`config.mk`:
```
export PLATFORM = sky130hd
export DESIGN_NAME = bin_to_bcd_seq_flat
export DESIGN_NICKNAME = d
export VERILOG_FILES = /design/src/rtl/bin_to_bcd_seq_if.sv /design/src/rtl/bin_to_bcd_seq.sv /design/src/flat_wrapper.sv
export SDC_FILE = /design/constraint.sdc
export NUM_CORES = 1
export LEC_CHECK = 0
export ABC_AREA = 1
export ABC_CLOCK_PERIOD_IN_PS = 1700
export CORE_ASPECT_RATIO = 1.4
export CORE_MARGIN = 3
export CORE_UTILIZATION = 53
export DETAILED_ROUTE_END_ITERATION = 10
export GPL_TIMING_DRIVEN = 0
export PLACE_DENSITY = 0.78
export SYNTH_ARGS = -nofsm -noshare
export SYNTH_HDL_FRONTEND = slang
export SYNTH_SLANG_ARGS = --single-unit
```
`constraint.sdc`:
```
create_clock -name clk -period 1.7 [get_ports clk]
set_input_delay 0.17 -clock clk [delete_from_list [all_inputs] [get_ports clk]]
set_output_delay 0.17 -clock clk [all_outputs]
set_load 0.05 [all_outputs]
```
`src/rtl/bin_to_bcd_seq_if.sv`:
```
// bin_to_bcd_seq_if: start/busy/done handshake bundle for the sequential binary-to-BCD converter.
//   start    : conversion request from the controller
//   bin      : W-bit binary operand, taken on the edge that accepts start
//   busy     : conversion in progress
//   done     : one-cycle result strobe
//   bcd      : packed BCD result, nibble 0 is the least significant digit
//   overflow : operand needed more than DIGITS decimal digits
//   ex3      : excess-3 copy of bcd, present only with BIN_TO_BCD_EX3_OUT_EN
interface bin_to_bcd_seq_if #(
    parameter int W      = 8,
    parameter int DIGITS = 3
);
    logic                start;
    logic [W-1:0]        bin;
    logic                busy;
    logic                done;
    logic [4*DIGITS-1:0] bcd;
    logic                overflow;
`ifdef BIN_TO_BCD_EX3_OUT_EN
    logic [4*DIGITS-1:0] ex3;
    modport master (output start, bin, input busy, done, bcd, overflow, ex3);
    modport slave  (input start, bin, output busy, done, bcd, overflow, ex3);
`else
    modport master (output start, bin, input busy, done, bcd, overflow);
    modport slave  (input start, bin, output busy, done, bcd, overflow);
`endif
endinterface

```
`src/rtl/bin_to_bcd_seq.sv`:
```
// bin_to_bcd_seq: double-dabble binary-to-BCD converter, one operand bit per clock.
//   clk : rising-edge clock
//   rst : synchronous active-high reset, takes priority over start
//   bus : bin_to_bcd_seq_if.slave (start/bin in; busy/done/bcd/overflow out)
// Optional macro BIN_TO_BCD_EX3_OUT_EN adds bus.ex3, the excess-3 form of bcd.
module bin_to_bcd_seq #(
    parameter int W      = 8,
    parameter int DIGITS = 3
) (
    input logic              clk,
    input logic              rst,
    bin_to_bcd_seq_if.slave  bus
);
    localparam int CW = $clog2(W + 1);
    localparam int BW = 4 * DIGITS;
    localparam logic [1:0] IDLE  = 2'd0;
    localparam logic [1:0] SHIFT = 2'd1;
    localparam logic [1:0] DONE  = 2'd2;

    logic [1:0]    r_state;
    logic [W-1:0]  r_shift;
    logic [BW-1:0] r_scr;
    logic [BW-1:0] r_bcd;
    logic [CW-1:0] r_cnt;
    logic          r_sticky;
    logic          r_ovf;
    logic [BW-1:0] w_adj;
    logic [BW+W:0] w_cat;
    logic [BW-1:0] w_scr_nxt;
    logic          w_lost;
    logic          w_last;
`ifdef BIN_TO_BCD_EX3_OUT_EN
    logic [BW-1:0] r_ex3;
    logic [BW-1:0] w_ex3;
`endif

    for (genvar d = 0; d < DIGITS; d++) begin : g_dig
        assign w_adj[4*d+:4] = (r_scr[4*d+:4] >= 4'd5) ? r_scr[4*d+:4] + 4'd3 : r_scr[4*d+:4];
`ifdef BIN_TO_BCD_EX3_OUT_EN
        assign w_ex3[4*d+:4] = w_scr_nxt[4*d+:4] + 4'd3;
`endif
    end

    // Appending a zero keeps the shift expression legal even for W=1.
    assign w_cat     = {w_adj, r_shift, 1'b0};
    assign w_scr_nxt = w_cat[BW+W-1:W];
    assign w_lost    = w_cat[BW+W];
    assign w_last    = (r_cnt == CW'(1));

    always_ff @(posedge clk) begin
        if (rst) begin
            r_state  <= IDLE;
            r_shift  <= '0;
            r_scr    <= '0;
            r_cnt    <= '0;
            r_sticky <= 1'b0;
            r_bcd    <= '0;
            r_ovf    <= 1'b0;
`ifdef BIN_TO_BCD_EX3_OUT_EN
            r_ex3    <= {DIGITS{4'b0011}};
`endif
        end else if (r_state == SHIFT) begin
            r_shift  <= w_cat[W-1:0];
            r_scr    <= w_scr_nxt;
            r_sticky <= r_sticky | w_lost;
            r_cnt    <= r_cnt - 1'b1;
            if (w_last) begin
                r_state <= DONE;
                r_bcd   <= w_scr_nxt;
                r_ovf   <= r_sticky | w_lost;
`ifdef BIN_TO_BCD_EX3_OUT_EN
                r_ex3   <= w_ex3;
`endif
            end
        end else if (bus.start) begin
            r_state  <= SHIFT;
            r_shift  <= bus.bin;
            r_scr    <= '0;
            r_cnt    <= CW'(W);
            r_sticky <= 1'b0;
        end else begin
            r_state <= IDLE;
        end
    end

    assign bus.busy     = (r_state == SHIFT);
    assign bus.done     = (r_state == DONE);
    assign bus.bcd      = r_bcd;
    assign bus.overflow = r_ovf;
`ifdef BIN_TO_BCD_EX3_OUT_EN
    assign bus.ex3      = r_ex3;
`endif
endmodule

```
`src/flat_wrapper.sv`:
```
// flat-port wrapper written by rule: the top's interface ports become plain ports
module bin_to_bcd_seq_flat 
#(
    parameter int W      = 8,
    parameter int DIGITS = 3
)
  (clk, rst, bus_start, bus_bin, bus_busy, bus_done, bus_bcd, bus_overflow);
  bin_to_bcd_seq_if #(.W(W), .DIGITS(DIGITS)) bus_i ();
  input logic clk;
  input logic rst;
  input wire logic [$bits(bus_i.start)-1:0] bus_start;
  input wire logic [$bits(bus_i.bin)-1:0] bus_bin;
  output wire logic [$bits(bus_i.busy)-1:0] bus_busy;
  output wire logic [$bits(bus_i.done)-1:0] bus_done;
  output wire logic [$bits(bus_i.bcd)-1:0] bus_bcd;
  output wire logic [$bits(bus_i.overflow)-1:0] bus_overflow;
  assign bus_i.start = bus_start;
  assign bus_i.bin = bus_bin;
  assign bus_busy = bus_i.busy;
  assign bus_done = bus_i.done;
  assign bus_bcd = bus_i.bcd;
  assign bus_overflow = bus_i.overflow;
  bin_to_bcd_seq #(.W(W), .DIGITS(DIGITS)) u_core (.clk(clk), .rst(rst), .bus(bus_i));
endmodule
```
==> qor.txt <==
Worst Setup End Kind = primary output
Clock skew = 0.00425 ns
CP Launch Point = u_core.bus.bcd[3]
Postcts setup bufs = 0
Die area = 4230 um^2
Post-layout min period = 1.63 ns
Root Driver = clkbuf_8
Final ANT Viol Nets = 0
Pwr Density = 816 nW/um^2
Die height = 75.7 um
FP Rows = 24
Fin crit share = 0.957
Startpoint Class = register
CP max stage delay = 0.81 ns
Worst path bufs/invs = 1
Unrepaired setup endpoints after global routing = false
Total gr overflow = 0
Worst endpoint data arrival time = 1.46 ns
Headroom to the max-slew limit = 0.653
First-pass GRT wire length = 6830 um
Slew Viols, Final = 0
Yosys cell types = 21
Fin. Hold Viols = 0
Starting density of the core = 0.573
CTS tree = done
Final setup violation count = 0
Vias = 1706
GPL Wtd Cong = 0.879
DP Wirelength = 2850 um
CTS buffer count = 5
Latest clock arrival within the worst-skew pair = 0.29 ns
FF-to-FF Start = u_core.r_scr[8]
Drt total wl = 3980 um
Setup ws final = 0.0731 ns
Crit path kind = register to primary output
Min-delay worst type = input port to register
Core ar. = 3210 um^2
Achievable Freq = 615 MHz
Tot GR Track Use = 0.207
CP max FO = 2
P_leak = 0.943 nW
Initial antenna violation count = 0
IO Port Bufs = 24
Warning count from the yosys run = 0
Clock slew at reported path FFs = 0.08 ns
Sink Count = 40
Vias in the first global route = 1664
Mapped cell area = 1840 um^2
Number of synthesized flops with an enable pin = 0
Worst-Margin Slew = 0.520 ns
Die W = 55.8 um
Beginning of the worst hold path = rst
Status = finished, final reports clean
Cts hold-fix bufs = 0
Register area share after synthesis = 0.435
Clk buf depth = 2
Post-Syn Instances = 253
Hold slack = 0.166 ns
Critical Path RT = 1.53 ns
Syn Area/Cell = 7.27 um^2
Crit-path leading delay family = buffers and inverters
Initial DRC Count = 43
Routed wire length per instance = 12.3 um
Drt pass-1 iters = 6
Prevailing post-synth register cell = dfxtp_1
Crit-path slowest cell = clkdlybuf4s50_1
Boundary pin count = 26
Inserted Diodes = 0
Seq cells post-synth = 40
Vias/cell = 5.27
Mapped Nets = 272
DP Worst Slack = -0.216 ns
Largest net degree at the start of global routing = 13
VDD IR-drop max = 584 uV
# H-tree levels = 2
DRC Markers = 0
Async SR Flop Fraction = 0
MaxCap Viol Count = 0
Area Growth Syn to Fin = 20.7%
CP Cell Sequence = clkdlybuf4s50_1
Layout cell share with drive strength beyond 1 = 0.0702
Net count, final = 303
## metrics by stage
stage	util	std cells	power (W)	TNS (ns)	area [um^2]
floorplan	-	253	0.00112	0	1840
global placement	0.663	316	0.00117	-0.181	2130
detailed placement	0.663	316	0.00118	-0.216	2130
CTS	0.690	324	0.00182	0	2220
global route	0.691	324	0.00188	0	2220
finish	0.691	324	0.00181	0	2220
## worst paths after layout
path                            end  slack, ns  depth (start not counted)
setup / recovery         bus_bcd[3]       0.07                          1
hold / removal    u_core.r_shift[5]       0.17                          2
setup reg to reg    u_core.r_sticky       0.24                          8
hold reg to reg     u_core.r_cnt[2]       0.45                          1
## layer usage
layer	vias up	global-route usage	wire length, um
met3	8	0.0373	180
li1	895	-	-
met2	47	0.407	2050
met1	756	0.205	1660
met4	0	0.124	85
met5	-	0	0
## report_power, final
group | total (W) | internal, W | switching (W) | leakage, nW
combinational | 0.000179 | 0.0000642 | 0.000115 | 0.567
sequential | 0.000976 | 0.000961 | 0.0000152 | 0.324
clock | 0.000656 | 0.000324 | 0.000332 | 0.0510
## flip-flops by register name, summed over array words and instances (netlist names)
signal and flops:
u_core.bus.bcd 12, u_core.bus.overflow 1, u_core.r_cnt 4, u_core.r_scr 12, u_core.r_shift 8, u_core.r_state 2, u_core.r_sticky 1
## cell usage in the layout (no fill, tap or decap), drive strengths merged
| master | n |
|---|---|
| nand2 | 79 |
| dfxtp | 40 |
| nand3 | 35 |
| inv | 23 |
| a21oi | 22 |
| clkdlybuf4s50 | 22 |
| nor2 | 10 |
| clkbuf | 10 |
| ha | 8 |
| a31oi | 7 |
| o21ai | 7 |
| nand4 | 7 |
| buf | 7 |
| nor3 | 3 |
| clkinv | 2 |
| o22ai | 1 |
| nor2b | 1 |
| dlygate4sd2 | 1 |
## Yosys cell counts, types with 2 or more instances
master	instances	share of area
ha_1	8	0.054
inv_1	22	0.045
a21oi_1	22	0.060
a31oi_1	7	0.024
nand2_1	79	0.16
nor2_4	2	0.012
nand4_1	6	0.020
o21ai_0	7	0.019
nor2_1	7	0.014
buf_2	5	0.014
nor3_1	3	0.0082
buf_1	2	0.0041
dfxtp_1	40	0.44
nand3_1	35	0.095
clkbuf_1	2	0.0041
## final cells by class
| type | count | area (um^2) |
|---|---|---|
| Buffer | 10 | 53.8 |
| Clock buffer | 6 | 82.6 |
| Clock inverter | 2 | 10.0 |
| Fill cell | 286 | 992 |
| Inverter | 23 | 86.3 |
| Multi-Input combinational cell | 180 | 902 |
| Sequential cell | 40 | 801 |
| Tap cell | 39 | 48.8 |
| Timing Repair Buffer | 24 | 236 |
## cell families (layout without fill, tap and decap cells)
group / count (synthesis) / after routing / share of synthesized area
adder cells (fa/ha/maj): 8 / 8 / 0.0544
buffers and inverters: 33 / 65 / 0.0748
flip-flops: 40 / 40 / 0.435
AND/OR/NAND/NOR: 135 / 135 / 0.330
AO/OA/AOI/OAI: 37 / 37 / 0.106
## what timing repair did
action | 4_1_cts | 5_1_grt
cloned | 0 | 0
resized for setup | 6 | 2
endpoints found under the setup margin | 2 | 1
No activity file was read; power rests on OpenSTA's default activity.
